$ cat src/rtl/car_lane_pkg.sv
// Shared constants, types and helpers for the car lane controller.
//
// Contents:
//   - Display geometry (visible area, sprite width, largest legal car X)
//   - Lane count and the field widths used in the packed per-lane parameters
//   - eff_period(): a lane's base period scaled down by the game level
package car_lane_pkg;

    // Display geometry
    localparam int unsigned H_VISIBLE_AREA = 640;
    localparam int unsigned V_VISIBLE_AREA = 480;
    localparam int unsigned TILE_SIZE      = 32;
    localparam int unsigned X_MAX          = H_VISIBLE_AREA - TILE_SIZE;

    // Lane organisation and packed-parameter field widths
    localparam int unsigned NUM_LANES = 4;
    localparam int unsigned PERIOD_W  = 8;
    localparam int unsigned STEP_W    = 4;
    localparam int unsigned X_W       = 10;
    localparam int unsigned CTR_W     = 10;
    localparam int unsigned LEVEL_W   = 2;

    typedef logic [X_W-1:0]      x_pos_t;
    typedef logic [PERIOD_W-1:0] period_t;
    typedef logic [STEP_W-1:0]   step_t;
    typedef logic [LEVEL_W-1:0]  level_t;

    // Each level halves the frames-per-step; a period of zero would stall
    // the lane, so the result is clamped to one frame per step.
    function automatic period_t eff_period(input period_t period, input level_t level);
        period_t p;
        p = period >> level;
        if (p == '0) begin
            p = period_t'(1);
        end
        return p;
    endfunction

endpackage

$ cat src/rtl/car_lane.sv
// One traffic lane: frame divider, X position register and edge wrap.
//
// Ports:
//   clk      in   pixel clock
//   rst_n    in   asynchronous active-low reset
//   tick     in   one-cycle frame update strobe (vertical blanking)
//   pause    in   1 = hold position and divider at a tick
//   restart  in   1 = reload INIT_X and clear divider on the next edge
//   level    in   speed level, shifts the base period right
//   x        out  current car X, always within [0, X_MAX]
//
// Parameters:
//   REVERSE  0 = moves left-to-right, 1 = moves right-to-left
//   PERIOD   base frames per step
//   STEP     pixels moved per step
//   INIT_X   X after reset or restart
module car_lane
    import car_lane_pkg::*;
#(
    parameter bit      REVERSE = 1'b0,
    parameter period_t PERIOD  = period_t'(1),
    parameter step_t   STEP    = step_t'(1),
    parameter x_pos_t  INIT_X  = '0
) (
    input  logic   clk,
    input  logic   rst_n,
    input  logic   tick,
    input  logic   pause,
    input  logic   restart,
    input  level_t level,
    output x_pos_t x
);

    // One extra bit so x + STEP cannot overflow before the range check
    localparam logic [X_W:0] X_MAX_EXT = (X_W + 1)'(X_MAX);
    localparam logic [X_W:0] STEP_EXT  = (X_W + 1)'(STEP);

    period_t          div_q, div_d;
    x_pos_t           x_q, x_d;
    period_t          p_eff;
    logic [PERIOD_W:0] div_inc;
    logic [X_W:0]     x_sum;
    x_pos_t           x_step;

    always_comb begin
        p_eff   = eff_period(PERIOD, level);
        div_inc = {1'b0, div_q} + (PERIOD_W + 1)'(1);
        x_sum   = {1'b0, x_q} + STEP_EXT;
        x_step  = x_q;

        if (REVERSE) begin
            // Leaving the left edge re-enters at the rightmost legal X
            if ({1'b0, x_q} < STEP_EXT) begin
                x_step = X_MAX_EXT[X_W-1:0];
            end else begin
                x_step = x_q - x_pos_t'(STEP);
            end
        end else begin
            // Passing the rightmost legal X re-enters at the left edge
            if (x_sum > X_MAX_EXT) begin
                x_step = '0;
            end else begin
                x_step = x_sum[X_W-1:0];
            end
        end
    end

    always_comb begin
        div_d = div_q;
        x_d   = x_q;
        if (restart) begin
            // Restart wins over a coincident tick and over pause
            div_d = '0;
            x_d   = INIT_X;
        end else if (tick && !pause) begin
            // >= rather than == so a level change that shortens the period
            // below the current count steps immediately instead of wrapping
            if (div_inc >= {1'b0, p_eff}) begin
                div_d = '0;
                x_d   = x_step;
            end else begin
                div_d = div_inc[PERIOD_W-1:0];
            end
        end
    end

    always_ff @(posedge clk or negedge rst_n) begin
        if (!rst_n) begin
            div_q <= '0;
            x_q   <= INIT_X;
        end else begin
            div_q <= div_d;
            x_q   <= x_d;
        end
    end

    assign x = x_q;

endmodule

$ cat src/rtl/car_lane_controller.sv
// Car lane controller: produces the four car X positions and reverse flags
// consumed by the sprite display stage. Positions change only on the single
// cycle following the start of vertical blanking, so the display never sees
// a position move mid-frame.
//
// Ports:
//   i_Clk              in   pixel clock
//   i_Rst_N            in   asynchronous active-low reset
//   i_H_Counter        in   current pixel column
//   i_V_Counter        in   current line
//   i_Pause            in   1 = freeze all lanes
//   i_Restart          in   one-cycle pulse, reload initial positions
//   i_Level            in   speed level 0..3
//   o_Car_1X_Position  out  lane 1 X
//   o_Car_2X_Position  out  lane 2 X
//   o_Car_3X_Position  out  lane 3 X
//   o_Car_4X_Position  out  lane 4 X
//   o_Reverse          out  per-lane direction flags (constant)
//   o_Frame_Tick       out  one-cycle pulse on the cycle positions update
//
// Packed per-lane parameters hold lane 1 in the least significant field.
module car_lane_controller
    import car_lane_pkg::*;
#(
    parameter logic [NUM_LANES-1:0]          LANE_REVERSE = 4'b1010,
    parameter logic [NUM_LANES*PERIOD_W-1:0] LANE_PERIOD  = {8'd4, 8'd3, 8'd2, 8'd1},
    parameter logic [NUM_LANES*STEP_W-1:0]   LANE_STEP    = {4'd4, 4'd2, 4'd3, 4'd2},
    parameter logic [NUM_LANES*X_W-1:0]      LANE_INIT_X  = {10'd480, 10'd320, 10'd160, 10'd0}
) (
    input  logic                 i_Clk,
    input  logic                 i_Rst_N,
    input  logic [CTR_W-1:0]     i_H_Counter,
    input  logic [CTR_W-1:0]     i_V_Counter,
    input  logic                 i_Pause,
    input  logic                 i_Restart,
    input  logic [LEVEL_W-1:0]   i_Level,
    output logic [X_W-1:0]       o_Car_1X_Position,
    output logic [X_W-1:0]       o_Car_2X_Position,
    output logic [X_W-1:0]       o_Car_3X_Position,
    output logic [X_W-1:0]       o_Car_4X_Position,
    output logic [NUM_LANES-1:0] o_Reverse,
    output logic                 o_Frame_Tick
);

    logic   tick_cond;
    logic   frame_tick_q;
    x_pos_t lane_x [NUM_LANES];

    // First pixel of the first blanking line; exactly one cycle per frame
    assign tick_cond = (i_V_Counter == CTR_W'(V_VISIBLE_AREA)) && (i_H_Counter == '0);

    always_ff @(posedge i_Clk or negedge i_Rst_N) begin
        if (!i_Rst_N) begin
            frame_tick_q <= 1'b0;
        end else begin
            frame_tick_q <= tick_cond;
        end
    end

    // Lanes consume the unregistered condition so their registers update on
    // the same edge that raises o_Frame_Tick.
    for (genvar n = 0; n < NUM_LANES; n++) begin : gen_lane
        car_lane #(
            .REVERSE (LANE_REVERSE[n]),
            .PERIOD  (LANE_PERIOD[n*PERIOD_W +: PERIOD_W]),
            .STEP    (LANE_STEP[n*STEP_W +: STEP_W]),
            .INIT_X  (LANE_INIT_X[n*X_W +: X_W])
        ) u_lane (
            .clk     (i_Clk),
            .rst_n   (i_Rst_N),
            .tick    (tick_cond),
            .pause   (i_Pause),
            .restart (i_Restart),
            .level   (i_Level),
            .x       (lane_x[n])
        );
    end

    assign o_Car_1X_Position = lane_x[0];
    assign o_Car_2X_Position = lane_x[1];
    assign o_Car_3X_Position = lane_x[2];
    assign o_Car_4X_Position = lane_x[3];
    assign o_Reverse         = LANE_REVERSE;
    assign o_Frame_Tick      = frame_tick_q;

endmodule

$ cat config.mk
export PLATFORM = sky130hd
export DESIGN_NAME = car_lane_controller
export DESIGN_NICKNAME = d
export VERILOG_FILES = /design/src/rtl/car_lane_pkg.sv /design/src/rtl/car_lane.sv /design/src/rtl/car_lane_controller.sv
export SDC_FILE = /design/constraint.sdc
export NUM_CORES = 1
export LEC_CHECK = 0
export CAP_MARGIN = 20
export CORE_MARGIN = 5
export CORE_UTILIZATION = 45
export DETAILED_ROUTE_END_ITERATION = 12
export GPL_ROUTABILITY_DRIVEN = 1
export HOLD_SLACK_MARGIN = 0.1
export PLACE_DENSITY = 0.69
export RECOVER_POWER = 50
export SLEW_MARGIN = 25
export SYNTH_ARGS = -nofsm -noshare
export SYNTH_HDL_FRONTEND = slang
export SYNTH_HIERARCHICAL = 1
export SYNTH_SLANG_ARGS = --single-unit
$ cat constraint.sdc
create_clock -name i_Clk -period 3.3 [get_ports i_Clk]
set_clock_uncertainty 0.05 [all_clocks]
set_input_delay 0.825 -clock i_Clk [delete_from_list [all_inputs] [get_ports i_Clk]]
set_output_delay 0.825 -clock i_Clk [all_outputs]
set_load 0.02 [all_outputs]
==> flow_summary.json <==
{
  "drv_slew": 34,
  "crit_arrival_ns": 3.13,
  "multi_input_area_sq_um": 2430,
  "reg2reg_slack_ns": 0.65,
  "synthArstFlopShare_pct": 100,
  "drive_gt1_share_pct": 13.7,
  "die_h_um": 109,
  "p_leak_nw": 2.30,
  "crit_path_start_kind": "primary input",
  "ys_warn_count": 6,
  "antenna_cells": 0,
  "gr-total-overflow": 0,
  "cts_root_buf": "clkbuf_8",
  "pin_count": 71,
  "synthFlopType": "dfrtp_1",
  "grt_pass1_vias": 3706,
  "numCtsBuffers": 9,
  "max_slew_margin_pct": -28.8,
  "hold_path.class": "flip-flop to flip-flop",
  "placementRows": 36,
  "crit_path_max_fanout": 13,
  "p_per_area_nw_per_um2": 539,
  "synth_cell_type_count": 86,
  "post_cts_buffers": 0,
  "switchingPower_mw": 0.946,
  "hold_ws_ns": 0.443,
  "cts.sinks": 69,
  "dp_hpwl_um": 7280,
  "area_growth_pct": 23.5,
  "via_per_inst": 5.53,
  "r2r-end": "gen_lane[3].u_lane/x[9]",
  "endpoint_kind": "flip-flop",
  "hold_path_end": "gen_lane[0].u_lane/div_q[6]",
  "drc": 0,
  "regArea_sq_um": 1740,
  "synth-seq-cells": 69,
  "switching_share_pct": 32.1,
  "synth_seq_area_share_pct": 39.2,
  "gp_congestion": 0.871,
  "start_util_pct": 45.7,
  "fmax_ghz": 0.339,
  "fin_crit_sh_pct": 89.5,
  "internal-power_mw": 2.00,
  "status": "finished, violations left",
  "dr.pass1.iters": 4,
  "antenna_found_initial": 0,
  "seqPwrFrac_pct": 37.5,
  "ant_nets": 0,
  "setup_viol": 0,
  "ctsHoldBuffers": 0,
  "vias": 3752,
  "die_area_sq_um": 11900,
  "grt_pass1_wl_um": 17200,
  "rsz0062_at_grt": "no",
  "hp-start": "gen_lane[0].u_lane/div_q[6]",
  "drt_iter0_drc": 169,
  "clk_pin_slew_worst_paths_ns": 0.07,
  "rr_startpoint": "gen_lane[3].u_lane/div_q[0]",
  "synthesis.area_sq_um": 4430,
  "min_path_cells": 1,
  "violations": "max-capacitance violations, max-slew violations",
  "tightest_slew_ns": 1.93,
  "port_buffers": 62,
  "worstRegToRegCells": 8,
  "hold_viol_final": 0,
  "cts_resized": 0,
  "grt_usage_pct": 18.0,
  "peakVddDrop_uv": 239,
  "min_period_ns": 2.95,
  "clk_latency_ns": 0.35,
  "nFillCells": 850,
  "synth_edf_count": 0,
  "drt-total-wl_um": 9930,
  "core_area_sq_um": 9680,
  "clock_power_share_pct": 34.1,
  "syn-instance-count": 476,
  "mostFrequentLayoutCells": "dfrtp_1, clkdlybuf4s50_1, nand2_1",
  "fin_nets": 583,
  "criticalPathCategory": "primary input to flip-flop",
  "grt_max_degree": 37,
  "routedWlPerCell_um": 14.6,
  "cts_htree_levels": 3,
  "cts_tree": "yes",
  "power_mw": 2.95,
  "layout_commonest_cell": "dfrtp_1",
  "die_x_um": 109,
  "clock_path_buffers": 2,
  "syn_area_per_cell_sq_um": 9.30,
  "comb_power_share_pct": 28.4,
  "cp_data_required_time_ns": 3.48,
  "maxCapViolCount": 1
}
## power by group through the flow
stage | logic (mW) | registers [mW] | clock network, mW
after floorplan | 0.494 | 1.16 | 0
after global placement | 0.833 | 1.12 | 0
after detailed placement | 0.849 | 1.12 | 0
after CTS | 0.853 | 1.10 | 1.03
after global routing | 0.930 | 1.12 | 1.07
final | 0.838 | 1.10 | 1.01
## synthesized netlist by cell type, drive strengths merged (4+ instances only)
cell,n,area [sq um]
a21oi,13,65.1
a22o,4,35.0
a31oi,9,62.6
a41o,4,41.3
and2,23,145
and3,4,25.0
and4,4,40.0
buf,15,114
clkbuf,9,33.8
conb,6,22.5
dfrtp,61,1530
dfstp,8,210
ha,16,200
inv,28,105
nand2,47,179
nand2b,6,37.5
nand3,18,90.1
nand3b,6,57.6
nand4,7,50.1
nor2,28,105
nor2b,4,25.0
nor3,13,70.1
nor3b,4,30.0
nor4,11,103
o211ai,7,67.6
o21ai,34,174
o22ai,5,31.3
o311ai,6,82.6
o41ai,4,35.0
or2,9,56.3
or3,8,50.1
xor2,6,52.6
## final cells by class
| class | count | share of cell area [%] |
|---|---|---|
| Multi-Input combinational cell | 357 | 44.5 |
| Tap cell | 133 | 3.04 |
| Clock buffer | 10 | 2.52 |
| Clock inverter | 6 | 2.88 |
| Sequential cell | 69 | 31.8 |
| Timing Repair Buffer | 75 | 13.3 |
| Inverter | 29 | 1.99 |
## registers in the layout, summed over array words and instances, names as in the netlist
| register | flops |
|---|---|
| gen_lane.u_lane/x | 36 |
| gen_lane.u_lane/div_q | 32 |
| o_Frame_Tick | 1 |
## layer usage
layer  vias up  global-route usage [%]  wire length [um]  share of wire [%]
li1       1871                       -                 -                  -
met1      1813                    23.0              4530                 46
met2        61                    29.9              4910                 49
met3         7                    4.74               405                4.1
met4         0                    5.34                82               0.83
met5         -                       0                 0                  0
## how the worst max path moves through the flow
stage | from | slack, ns | cells after the start | endpoint
after floorplan | i_Level[0] | 0.54 | 8 | gen_lane[3].u_lane/x[9]
after global placement | i_Level[0] | 0.03 | 8 | gen_lane[3].u_lane/x[9]
after detailed placement | i_Level[1] | -0.02 | 8 | gen_lane[3].u_lane/x[9]
after CTS | i_Level[1] | 0.36 | 8 | gen_lane[3].u_lane/x[9]
after global routing | i_H_Counter[0] | 0.24 | 10 | gen_lane[1].u_lane/x[7]
final | i_Level[1] | 0.35 | 8 | gen_lane[3].u_lane/x[9]
## critical path, stage by stage
cell and delay, ns:
clkdlybuf4s50_1 0.44, or2_2 0.29, ha_1 0.18, or4_4 0.42, a2111oi_4 0.34, a41o_2 0.37
nor2_1 0.08, o22a_1 0.17
## stage by stage
stage / setup WS [ns] / instances / utilization, % / setup TNS (ns) / area (sq um)
final: 0.346 / 679 / 56.4 / 0 / 5470
after global routing: 0.235 / 679 / 56.4 / 0 / 5470
after CTS: 0.356 / 679 / 56.7 / 0 / 5490
after detailed placement: -0.0163 / 663 / 53.7 / -0.0163 / 5200
after global placement: 0.0276 / 663 / 53.7 / 0 / 5200
after floorplan: 0.537 / 479 / - / 0 / 4440
## cell families after synthesis
| kind of cell | share of synthesized area (%) |
|---|---|
| compound gates | 23.0 |
| buf+inv | 5.79 |
| simple gates | 25.8 |
| fa+ha+maj | 4.52 |
| other cells | 0.509 |
| flops | 39.2 |
| xor+xnor | 1.19 |
(Power assumes the default switching activity.)
